**src/rtl/pwm_ctrl_pkg.sv**
```systemverilog
// Shared types and constants for the PWM fade controller.
package pwm_ctrl_pkg;

  typedef enum logic [0:0] {
    IDLE = 1'b0,
    RAMP = 1'b1
  } state_t;

  // A zero step size in a command is promoted to this value.
  localparam int unsigned STEP_MIN = 1;

endpackage

```
**src/rtl/pwm_fade_ctrl_if.sv**
```systemverilog
// Fade command channel between a command source (master) and the controller (slave).
interface pwm_fade_ctrl_if #(
  parameter int WIDTH = 8,
  parameter int IVL_W = 8
);
  // Valid/ready: a command transfers on a rising edge where cmd_valid and cmd_ready
  // are both high; the master holds the fields stable while cmd_valid is high.
  logic             cmd_valid;
  logic             cmd_ready;
  logic [WIDTH-1:0] cmd_target;
  logic [WIDTH-1:0] cmd_step;
  logic [IVL_W-1:0] cmd_interval;

  modport master (output cmd_valid, output cmd_target, output cmd_step,
                  output cmd_interval, input cmd_ready);
  modport slave  (input cmd_valid, input cmd_target, input cmd_step,
                  input cmd_interval, output cmd_ready);
endinterface

```
**src/rtl/dffr.sv**
```systemverilog
// Team D flip-flop with synchronous active-high reset to zero.
module dffr #(
  parameter int W = 1
) (
  input  logic         clk,
  input  logic         reset,
  input  logic [W-1:0] d,
  output logic [W-1:0] q
);
  always_ff @(posedge clk) begin
    if (reset) q <= '0;
    else       q <= d;
  end
endmodule

```
**src/rtl/pwm.sv**
```systemverilog
// Free-running PWM generator: output high while its counter is below duty.
module pwm #(
  parameter int WIDTH = 8
) (
  input  logic             clk,
  input  logic             reset,
  input  logic [WIDTH-1:0] duty,
  output logic             pwm_signal
);
  logic [WIDTH-1:0] cnt;
  logic [WIDTH-1:0] cnt_nxt;

  assign cnt_nxt = cnt + WIDTH'(1);

  dffr #(.W(WIDTH)) u_cnt (.clk(clk), .reset(reset), .d(cnt_nxt), .q(cnt));

  assign pwm_signal = (cnt < duty);
endmodule

```
**src/rtl/pwm_fade_ctrl.sv**
```systemverilog
// PWM fade controller: steps duty toward a commanded target once every
// (interval+1) PWM periods, changing duty only at period boundaries.
module pwm_fade_ctrl
  import pwm_ctrl_pkg::*;
#(
  parameter int WIDTH = 8,
  parameter int IVL_W = 8
) (
  input  logic             clk,
  input  logic             reset,
  pwm_fade_ctrl_if.slave   cmd,
  input  logic             abort,
  output logic [WIDTH-1:0] duty,
  output logic             pwm_signal,
  output logic             period_start,
  output logic             busy,
  output logic             done,
  output state_t           state
);

  logic [WIDTH-1:0] period_cnt, period_cnt_nxt;
  logic [WIDTH-1:0] tgt_q, step_q, duty_n, tgt_n, step_n, stepped, cmd_step_eff;
  logic [IVL_W-1:0] ivl_q, ivl_n, ivl_cnt, ivl_cnt_n;
  logic [0:0]       state_q;
  state_t           state_n;
  logic             done_n, accept, boundary;

  function automatic logic [WIDTH-1:0] step_toward(input logic [WIDTH-1:0] cur,
                                                   input logic [WIDTH-1:0] tgt,
                                                   input logic [WIDTH-1:0] stp);
    // Compare the remaining distance first so the add/subtract can never wrap.
    if (tgt > cur) return ((tgt - cur) <= stp) ? tgt : cur + stp;
    else           return ((cur - tgt) <= stp) ? tgt : cur - stp;
  endfunction

  assign state          = state_t'(state_q);
  assign busy           = (state == RAMP);
  assign cmd.cmd_ready  = (state == IDLE) && !reset;
  assign accept         = cmd.cmd_valid && cmd.cmd_ready;
  assign boundary       = (period_cnt == '1);
  assign period_start   = (period_cnt == '0);
  assign period_cnt_nxt = period_cnt + WIDTH'(1);
  assign cmd_step_eff   = (cmd.cmd_step == '0) ? WIDTH'(STEP_MIN) : cmd.cmd_step;
  assign stepped        = step_toward(duty, tgt_q, step_q);

  always_comb begin
    state_n   = state;
    duty_n    = duty;
    tgt_n     = tgt_q;
    step_n    = step_q;
    ivl_n     = ivl_q;
    ivl_cnt_n = ivl_cnt;
    done_n    = 1'b0;
    case (state)
      IDLE: begin
        if (accept) begin
          tgt_n     = cmd.cmd_target;
          step_n    = cmd_step_eff;
          ivl_n     = cmd.cmd_interval;
          ivl_cnt_n = cmd.cmd_interval;
          if (cmd.cmd_target == duty) done_n  = 1'b1;
          else                        state_n = RAMP;
        end
      end
      RAMP: begin
        // abort outranks a step falling due in the same boundary cycle
        if (abort) begin
          state_n = IDLE;
        end else if (boundary) begin
          if (ivl_cnt == '0) begin
            duty_n    = stepped;
            ivl_cnt_n = ivl_q;
            if (stepped == tgt_q) begin
              state_n = IDLE;
              done_n  = 1'b1;
            end
          end else begin
            ivl_cnt_n = ivl_cnt - IVL_W'(1);
          end
        end
      end
      default: state_n = IDLE;
    endcase
  end

  dffr #(.W(1))     u_state   (.clk(clk), .reset(reset), .d(state_n),        .q(state_q));
  dffr #(.W(WIDTH)) u_duty    (.clk(clk), .reset(reset), .d(duty_n),         .q(duty));
  dffr #(.W(WIDTH)) u_tgt     (.clk(clk), .reset(reset), .d(tgt_n),          .q(tgt_q));
  dffr #(.W(WIDTH)) u_step    (.clk(clk), .reset(reset), .d(step_n),         .q(step_q));
  dffr #(.W(IVL_W)) u_ivl     (.clk(clk), .reset(reset), .d(ivl_n),          .q(ivl_q));
  dffr #(.W(IVL_W)) u_ivl_cnt (.clk(clk), .reset(reset), .d(ivl_cnt_n),      .q(ivl_cnt));
  dffr #(.W(1))     u_done    (.clk(clk), .reset(reset), .d(done_n),         .q(done));
  dffr #(.W(WIDTH)) u_period  (.clk(clk), .reset(reset), .d(period_cnt_nxt), .q(period_cnt));

  // Shares reset with the period counter above, so both count in lockstep.
  pwm #(.WIDTH(WIDTH)) u_pwm (
    .clk       (clk),
    .reset     (reset),
    .duty      (duty),
    .pwm_signal(pwm_signal)
  );

endmodule

```
**src/flat_wrapper.sv**
```systemverilog
// flat-port wrapper written by rule: the top's interface ports become plain ports
module pwm_fade_ctrl_flat import pwm_ctrl_pkg::*;
#(
  parameter int WIDTH = 8,
  parameter int IVL_W = 8
)
  (clk, reset, abort, duty, pwm_signal, period_start, busy, done, state, cmd_cmd_valid, cmd_cmd_target, cmd_cmd_step, cmd_cmd_interval, cmd_cmd_ready);
  pwm_fade_ctrl_if #(.WIDTH(WIDTH), .IVL_W(IVL_W)) cmd_i ();
  input  logic clk;
  input  logic reset;
  input  logic abort;
  output logic [WIDTH-1:0] duty;
  output logic pwm_signal;
  output logic period_start;
  output logic busy;
  output logic done;
  output state_t state;
  input wire logic [$bits(cmd_i.cmd_valid)-1:0] cmd_cmd_valid;
  input wire logic [$bits(cmd_i.cmd_target)-1:0] cmd_cmd_target;
  input wire logic [$bits(cmd_i.cmd_step)-1:0] cmd_cmd_step;
  input wire logic [$bits(cmd_i.cmd_interval)-1:0] cmd_cmd_interval;
  output wire logic [$bits(cmd_i.cmd_ready)-1:0] cmd_cmd_ready;
  assign cmd_i.cmd_valid = cmd_cmd_valid;
  assign cmd_i.cmd_target = cmd_cmd_target;
  assign cmd_i.cmd_step = cmd_cmd_step;
  assign cmd_i.cmd_interval = cmd_cmd_interval;
  assign cmd_cmd_ready = cmd_i.cmd_ready;
  pwm_fade_ctrl #(.WIDTH(WIDTH), .IVL_W(IVL_W)) u_core (.clk(clk), .reset(reset), .cmd(cmd_i), .abort(abort), .duty(duty), .pwm_signal(pwm_signal), .period_start(period_start), .busy(busy), .done(done), .state(state));
endmodule
```
**config.mk**
```make
export PLATFORM = sky130hd
export DESIGN_NAME = pwm_fade_ctrl_flat
export DESIGN_NICKNAME = d
export VERILOG_FILES = /design/src/rtl/pwm_ctrl_pkg.sv /design/src/rtl/pwm_fade_ctrl_if.sv /design/src/rtl/dffr.sv /design/src/rtl/pwm.sv /design/src/rtl/pwm_fade_ctrl.sv /design/src/flat_wrapper.sv
export SDC_FILE = /design/constraint.sdc
export NUM_CORES = 1
export LEC_CHECK = 0
export ABC_AREA = 1
export CAP_MARGIN = 10
export CORE_ASPECT_RATIO = 0.5
export CORE_UTILIZATION = 35
export DETAILED_ROUTE_END_ITERATION = 6
export HOLD_SLACK_MARGIN = 0.06
export PLACE_DENSITY = 0.56
export SYNTH_ARGS = -nofsm -noshare
export SYNTH_HDL_FRONTEND = slang
export SYNTH_HIERARCHICAL = 1
export SYNTH_SLANG_ARGS = --single-unit
```
**constraint.sdc**
```tcl
create_clock -name clk -period 4.9 [get_ports clk]
set_input_delay 0.98 -clock clk [delete_from_list [all_inputs] [get_ports clk]]
set_output_delay 0.98 -clock clk [all_outputs]
set_load 0.05 [all_outputs]
```
==> flow_summary.ini, run 1 <==
[timing]
max_freq_ghz = 0.240
relSlewSlack_pct = 37.0
finalClockSkew_ns = 0.00832
period_needed_ns = 4.16
hold_viol_final = 0
rsz0062_at_grt = no
period_share_pct = 84.9
drv_slew = 0
tns_ns = 0
tightest_slew_ns = 0.939
setup_violations = 0

[logic_synthesis]
yosys_warnings = 6
async_reset_ff_share_pct = 0
syn_nets = 884
ys_seq_area_share_pct = 22.3
synth-edff-count = 0
syn_area_per_cell_um2 = 6.53
syn_inst = 797
synth_ff_type = dfxtp_1
yosys_register_bits = 58
netlist_area_mm2 = 0.00521
yosys.area.top_type = dfxtp_1
synth.distinct_cells = 50
synth_area_leaders = dfxtp_1, nand2_1, ha_1
synth_top_area_share_pct = 22.3

[die]
io_pins = 42
fp.dieH_um = 88.3
core.rowCount = 31
start_util_pct = 35.9
core_mm2 = 0.0145
fp.dieArea_mm2 = 0.0154
die_w_um = 175

[finish]
drive_above_1_share_pct = 6.68
final_cell_mix = nand2_1, inv_1, nor2_1, nand3_1, dfxtp_1
syn2layout_area_growth_pct = 16.0
layout.filler_cells = 1557
final_common_cell = nand2_1
finish.utilization_pct = 41.6
layout.nets = 920
n_antenna_cell = 0

[detailed_routing]
wl_per_cell_um = 13.3
dr.pass1.iters = 5
via_count = 4823
drc = 0
drt_wl_total_mm = 13.8
drt_iter0_markers = 281
antenna_left = 0
routed_via_density = 4.66

[worst_setup_path]
crit_family = simple AND/OR/NAND/NOR gates
cpMostUsedCell = nand2_1
required_ns = 5.09
startpoint_type = flop
end_kind = flop
reg2reg_slack_ns = 0.74
crit_buf_inv = 4
crit_start = u_core/u_duty/q[3]
critPathArrivalTime_ns = 4.35
slowest_stage = dfxtp_1
crit_type = flop to flop
max_stage_delay_ns = 0.57
path_max_fanout = 9
rr_startpoint = u_core/u_duty/q[3]

[hold_path]
hp-start = u_core/u_ivl/q[0]
hp-class = flop to flop

[clock_network]
cts_tree = done
cts_hold_buf = 0
cts_resized = 0
path_clk_slew_ns = 0.06
cts-root-buf = clkbuf_16
cts_buffer_depth = 2
htreeDepth = 3
cts_sinks = 58
clk_latency_ns = 0.33
postCtsSetupRepairBufs = 0
cts_buffers = 9

[placed_design]
routabilityCongestion = 0.921
hpwl_mm = 10.7
io_buffers = 41

[grt]
grt_antenna_before_repair = 0
use_met2_pct = 31.2
grt_pass1_vias = 4504
met1_usage_pct = 25.4
grt_max_degree = 59
grt_util_met3_pct = 2.10
grtUsageTotal_pct = 18.6
grt_pass1_wl_mm = 22.6
grt_overflow = 0
busiest_layer = met2

[power_and_ir_drop]
leakage_nw = 2.85
ir_drop_v = 0.000174
power-per-cell-area_mw_per_mm2 = 290

[outcome]
status = complete, no violations

[run]
drv_cap = 0
power breakdown:
part	internal, W	total, W	switching [W]
clock network	0.000420	0.000644	0.000224
registers	0.000490	0.000509	0.0000193
logic	0.000213	0.000601	0.000388
total	0.00112	0.00175	0.000630
flip-flops by register name, summed over array words and instances (netlist names), 8 cells and up:
name	count
u_core/u_ivl_cnt/q	8
u_core/u_tgt/q	8
u_core/u_pwm/u_cnt/q	8
u_core/u_step/q	8
u_core/u_duty/q	8
u_core/u_period/q	8
u_core/u_ivl/q	8
stage by stage:
stage,hold slack [ns],instances,cell area (um^2),setup WS (ns),total power (W)
floorplan,0.494,797,5210,1.07,0.000978
global placement,0.507,1020,5730,0.753,0.00111
detailed placement,0.513,1020,5730,0.748,0.00111
CTS,0.526,1036,6040,0.733,0.00177
global route,0.556,1036,6040,0.396,0.00187
finish,0.525,1036,6040,0.739,0.00175
cell usage after synthesis, types with 3 or more instances:
master    count
nand3b_1      3
buf_6         7
ha_1         55
nand2_1     186
nand3_2       8
nor2_1       87
xnor2_1      13
o21ai_0      39
xor2_1       23
a21oi_1      33
fa_1          4
buf_4         4
o311ai_0      4
a21o_1        5
nand4_2       3
nand3_1      63
clkbuf_1      6
buf_2         3
inv_1       143
nand2_2       8
dfxtp_1      58
nor2_2        6
metal layers:
metal	vias up	part of all wire (%)	wire, um
met5	-	0	0
met4	0	1.5	210
met3	13	3.2	441
met2	83	44	6010
met1	2164	52	7120
li1	2563	-	-
area by class of cell:
class,count,area (um^2),share of cell area [%]
inverter,148,561,9.28
sequential,58,1160,19.2
clock inverter,4,50.0,0.829
multi-input combinational,570,3320,55.0
tap,198,248,4.10
timing repair buffer,46,443,7.34
clock buffer,12,256,4.25
path summary, 6_finish.rpt:
kind                  endpoint  depth (start not counted)
max           u_core/u_state/q                         28
min          u_core/u_ivl/q[0]                          4
max reg2reg   u_core/u_state/q                         28
min reg2reg  u_core/u_ivl/q[0]                          4
logic make-up (layout without fill, tap and decap cells):
group | Yosys count | after routing | synth area share, %
fa+ha+maj | 59 | 59 | 14.8
flops | 58 | 58 | 22.3
compound gates | 97 | 97 | 10.6
simple gates | 377 | 377 | 32.1
mux | 1 | 1 | 0.192
xor+xnor | 36 | 36 | 6.05
buf+inv | 169 | 210 | 14.0
worst register-to-register path: cells and delay by family, from the launching register on:
family	cells	cell delay (ns)
flops	1	0.57
fa+ha+maj	2	0.70
xor+xnor	1	0.18
simple gates	19	1.81
buf+inv	4	0.29
compound gates	2	0.49
Power figures use the tool's default switching activity.
==> inputs of run 2 (changes only) <==
- PLACE_DENSITY: 0.56 -> 0.57
- clock period: 4.9 -> 3.75 ns (I/O delays scaled with it)
==> run 2 against run 1 <==
Net effect:
- sequential share of layout area shrank 0.98 points
- highest routed layer unchanged
- maximum frequency grew 10%
- sequential power rose by 30%
- the flow now finishes with violations (negative setup slack)
- first-iteration DRC count grew 29%
- largest power group is now combinational cells
- total power up 34%
- clock skew rose by 0.0015 ns
==> flow_summary.ini, run 2 (synthesized netlist as in run 1, its figures left out) <==
[worst_setup_path]
critPathArrivalTime_ns = 3.97
crit_family = simple AND/OR/NAND/NOR gates
path_max_fanout = 4
max_stage_delay_ns = 0.36
required_ns = 3.94
slowest_stage = dfxtp_4
startpoint_type = flop
crit_buf_inv = 5
end_kind = flop
crit_type = flop to flop

[detailed_routing]
drc = 0
antenna_left = 0
via_count = 4979
drt_iter0_markers = 362
routed_via_density = 4.66
wl_per_cell_um = 13.4
dr.pass1.iters = 5
drt_wl_total_mm = 14.4

[clock_network]
cts_sinks = 58
path_clk_slew_ns = 0.06
cts_buffers = 9
clk_latency_ns = 0.33
htreeDepth = 3
cts_buffer_depth = 2
cts-root-buf = clkbuf_16
cts_tree = done

[placed_design]
routabilityCongestion = 0.908
hpwl_mm = 11.1
postPlaceCellArea_mm2 = 0.00593
dp_cells = 1046
io_buffers = 41

[finish]
n_antenna_cell = 0
layout.nets = 953
syn2layout_area_growth_pct = 23.0
layout.cells.non_filler = 1069
stdcell_area_mm2 = 0.00640
drive_above_1_share_pct = 12.7
final_cell_mix = nand2_1, inv_1, nor2_1, nand3_1, dfxtp_1
final_common_cell = nand2_1

[timing]
tightest_slew_ns = 0.642
fin_ws_ns = -0.0320
tns_ns = -0.0320
drv_slew = 0
max_freq_ghz = 0.264
hold_viol_final = 0
finalClockSkew_ns = 0.00984
setup_violations = 1
rsz0062_at_grt = yes
period_needed_ns = 3.78
period_share_pct = 101
relSlewSlack_pct = 57.2

[die]
fp.dieH_um = 88.3
core_mm2 = 0.0145
io_pins = 42
core.rowCount = 31
start_util_pct = 35.9
die_w_um = 175
fp.dieArea_mm2 = 0.0154

[run]
drv_cap = 0

[grt]
grt_overflow = 0
grt_pass1_vias = 4686
grtUsageTotal_pct = 19.0
grt_pass1_wl_mm = 23.2
grt_max_degree = 59
grt_antenna_before_repair = 0

[hold_path]
hp-class = flop to flop

[outcome]
status = finished, violations left
violations = negative setup slack

[power_and_ir_drop]
ir_drop_v = 0.000239
leakage_nw = 3.03
finalPower_w = 0.00235
power-per-cell-area_mw_per_mm2 = 367
## run 2: cell types whose count changed in the layout (fill, tap and decap cells not counted), sizes merged
cell / before / now
buf: 6 / 39
bufinv: 1 / 0
clkbuf: 12 / 10
clkinv: 3 / 7
clkinvlp: 2 / 1
## run 2: worst paths after layout
kind                                         start                 to  slack [ns]  cells after the start
worst max register to register  u_core/u_duty/q[0]   u_core/u_state/q       -0.03                     26
worst min-delay path             u_core/u_ivl/q[2]  u_core/u_ivl/q[2]        0.53                      4
worst max-delay path            u_core/u_duty/q[0]   u_core/u_state/q       -0.03                     26
worst min register to register   u_core/u_ivl/q[2]  u_core/u_ivl/q[2]        0.53                      4
## run 2: final cells by class
class / count / area (um^2)
Tap cell: 198 / 248
Sequential cell: 58 / 1170
Fill cell: 1547 / 8100
Clock inverter: 6 / 43.8
Clock buffer: 10 / 229
Multi-Input combinational cell: 570 / 3450
Inverter: 148 / 563
Timing Repair Buffer: 79 / 707
## run 2: metal layers
metal / vias to the layer above / global-route usage (%) / wire length [um]
met3: 10 / 2.28 / 521
met4: 0 / 4.35 / 119
met1: 2250 / 26.7 / 7320
met5: - / 0 / 0
met2: 87 / 31.5 / 6390
li1: 2632 / - / -
## run 2: where the power goes
part | switching, W | total [W] | internal (W)
registers | 0.0000238 | 0.000663 | 0.000639
clock network | 0.000306 | 0.000753 | 0.000447
logic | 0.000571 | 0.000935 | 0.000363
## run 2: stage by stage
| stage | worst slack, ns | hold WS, ns | util, % |
|---|---|---|---|
| 2_1_floorplan | 0.0232 | 0.494 | - |
| 3_3_place_gp | 0.0168 | 0.508 | 40.9 |
| 3_5_place_dp | -0.0288 | 0.510 | 40.9 |
| 4_1_cts | 0.00858 | 0.524 | 42.8 |
| 5_1_grt | -0.279 | 0.547 | 44.2 |
| 6_report | -0.0320 | 0.526 | 44.2 |
## run 2: worst register-to-register path: stages (launching register included)
cell and delay (ns):
dfxtp_4 0.36, inv_4 0.06, ha_4 0.12, inv_2 0.04, fa_2 0.35, a221o_1 0.34, a21oi_2 0.14, nor2_1 0.05
nor2_1 0.16, xor2_1 0.19, inv_1 0.06, ha_1 0.28, nand2_2 0.08, nor2_4 0.12, nand4_4 0.12, a21boi_2 0.19
buf_4 0.14, nand2_1 0.11, nand3_2 0.09, nand3_2 0.09, nand3_2 0.09, nor2_2 0.15, nand3_1 0.09, nand2_1 0.07
nand2_1 0.05, inv_1 0.07, nor2_2 0.03
## run 2: repair_timing
item	4_1_cts	5_1_grt
hold buffers	0	0
resized for setup	2	34
hold endpoints to repair	0	0
setup endpoints to repair	2	5
pin swaps	0	17
buffers inserted	0	7
==> inputs of run 3 (changes only) <==
- CORE_ASPECT_RATIO: 0.5 -> unset
==> run 3 against run 2 <==
Net effect:
- non-clock buffer count rose by 2
- wire length decreased by 1.8%
- combinational power up 2.4%
- highest routed layer unchanged
- design area up 0.23%
- the run now ends clean
- global-route usage increased by 0.77 points
- register-to-register slack gained 0.18 ns
- first-iteration DRC count fell by 26%
- critical path depth is 3 higher
- via count is 0.28% higher
- die area fell by 0.19%
==> flow_summary.ini, run 3 (synthesized netlist as in run 1, its figures left out) <==
[outcome]
status = complete, no violations

[grt]
use_met2_pct = 29.8
grt_antenna_before_repair = 0
met1_usage_pct = 28.3
grt_util_met3_pct = 2.66
grt_max_degree = 59
grt_overflow = 0
grtUsageTotal_pct = 19.8
busiest_layer = met2
grt_pass1_vias = 4570
grt_pass1_wl_mm = 22.9

[die]
core.rowCount = 44
io_pins = 42
start_util_pct = 35.8
die_w_um = 124
fp.dieH_um = 124
core_mm2 = 0.0145
fp.dieArea_mm2 = 0.0154

[power_and_ir_drop]
leakage_nw = 3.06
ir_drop_v = 0.000187
power-per-cell-area_mw_per_mm2 = 388

[detailed_routing]
drt_wl_total_mm = 14.1
drc = 0
via_count = 4993
drt_iter0_markers = 269
wl_per_cell_um = 13.3
antenna_left = 0
dr.pass1.iters = 5
routed_via_density = 4.73

[hold_path]
hold_end = u_core/u_ivl/q[0]
hp-start = u_core/u_ivl/q[0]
hp-class = flop to flop
holdPathStages = 4

[worst_setup_path]
slowest_stage = fa_2
required_ns = 3.96
reg2reg_slack_ns = 0.15
crit_type = flop to flop
startpoint_type = flop
path_max_fanout = 5
crit_start = u_core/u_duty/q[0]
max_stage_delay_ns = 0.35
end_kind = flop
cpMostUsedCell = nand2_1
critPathArrivalTime_ns = 3.81
rr_startpoint = u_core/u_duty/q[0]
rr_worst_depth = 29
timing.rr.end = u_core/u_state/q

[finish]
finish.utilization_pct = 44.2
n_antenna_cell = 0
layout.nets = 955
layout.cells.non_filler = 1056
ff_latch_area_mm2 = 0.00117
syn2layout_area_growth_pct = 23.3
layout.filler_cells = 1545
multi_input_area_mm2 = 0.00343
drive_above_1_share_pct = 13.2
final_common_cell = nand2_1
final_cell_mix = nand2_1, inv_1, nor2_1, nand3_1, dfxtp_1

[clock_network]
cts_buffers = 9
cts-root-buf = clkbuf_16
htreeDepth = 3
cts_sinks = 58
cts_buffer_depth = 2
cts_hold_buf = 0
clk_latency_ns = 0.34
cts_tree = done
path_clk_slew_ns = 0.05

[timing]
period_needed_ns = 3.60
period_share_pct = 96.1
max_freq_ghz = 0.278
finalClockSkew_ns = 0.00967
hold_viol_final = 0
drv_slew = 0
tns_ns = 0
rsz0062_at_grt = yes
tightest_slew_ns = 0.721
relSlewSlack_pct = 51.6
setup_violations = 0

[placed_design]
dp_cells = 1036
hpwl_mm = 10.9
routabilityCongestion = 0.881
io_buffers = 41

[run]
drv_cap = 0
[run 3: cell count changes in the layout (fill, tap and decap cells not counted), sizes merged]
cell,previous run,this run
bufinv,0,2
buf,39,41
clkinvlp,1,0
clkbuf,10,12
clkinv,7,3
[run 3: cell type report]
| cell class | count | area share, % |
|---|---|---|
| clock buffers | 12 | 3.68 |
| well taps | 184 | 3.59 |
| repair buffers | 81 | 11.3 |
| clock inverters | 3 | 1.01 |
| flip-flops and latches | 58 | 18.2 |
| inverters | 148 | 8.73 |
| multi-input cells | 570 | 53.5 |
[run 3: layer usage]
layer | routed length, um | up-vias
met2 | 5990 | 100
met5 | 0 | -
li1 | - | 2633
met1 | 7230 | 2244
met3 | 550 | 16
met4 | 321 | 0
[run 3: metrics by stage]
step | setup WS, ns | power (W) | hold WS, ns | instance area [um^2]
final | 0.147 | 0.00249 | 0.524 | 6420
after CTS | 0.00252 | 0.00241 | 0.527 | 6240
after global routing | -0.0982 | 0.00266 | 0.557 | 6420
after floorplan | 0.0232 | 0.00128 | 0.494 | 5210
after detailed placement | -0.0240 | 0.00152 | 0.513 | 5940
after global placement | 0.0593 | 0.00152 | 0.512 | 5940
[run 3: report_power, final]
group          switching (W)  internal, W
clock               0.000295     0.000577
combinational       0.000558     0.000399
sequential         0.0000246     0.000641
total               0.000877      0.00162
[run 3: repair_timing]
action / CTS / global route
endpoints found under the hold margin: 0 / 0
buffers inserted: 0 / 5
pin swaps: 0 / 21
endpoints found under the setup margin: 1 / 5
resized for setup: 1 / 37
[run 3: worst max-delay path: cells and delay by family, from the launching register on]
| family | cells | cell delay [ns] |
|---|---|---|
| AO/OA/AOI/OAI | 2 | 0.50 |
| XOR/XNOR | 1 | 0.15 |
| adder cells (fa/ha/maj) | 3 | 0.75 |
| buffers and inverters | 5 | 0.40 |
| flip-flops | 1 | 0.33 |
| AND/OR/NAND/NOR | 18 | 1.34 |
[run 3: worst max path at each step]
stage | endpoint | cells past startpoint
after floorplan | u_core/u_state/q | 26
after global placement | u_core/u_state/q | 28
after detailed placement | u_core/u_state/q | 26
after CTS | u_core/u_state/q | 28
after global routing | u_core/u_state/q | 28
final | u_core/u_state/q | 29
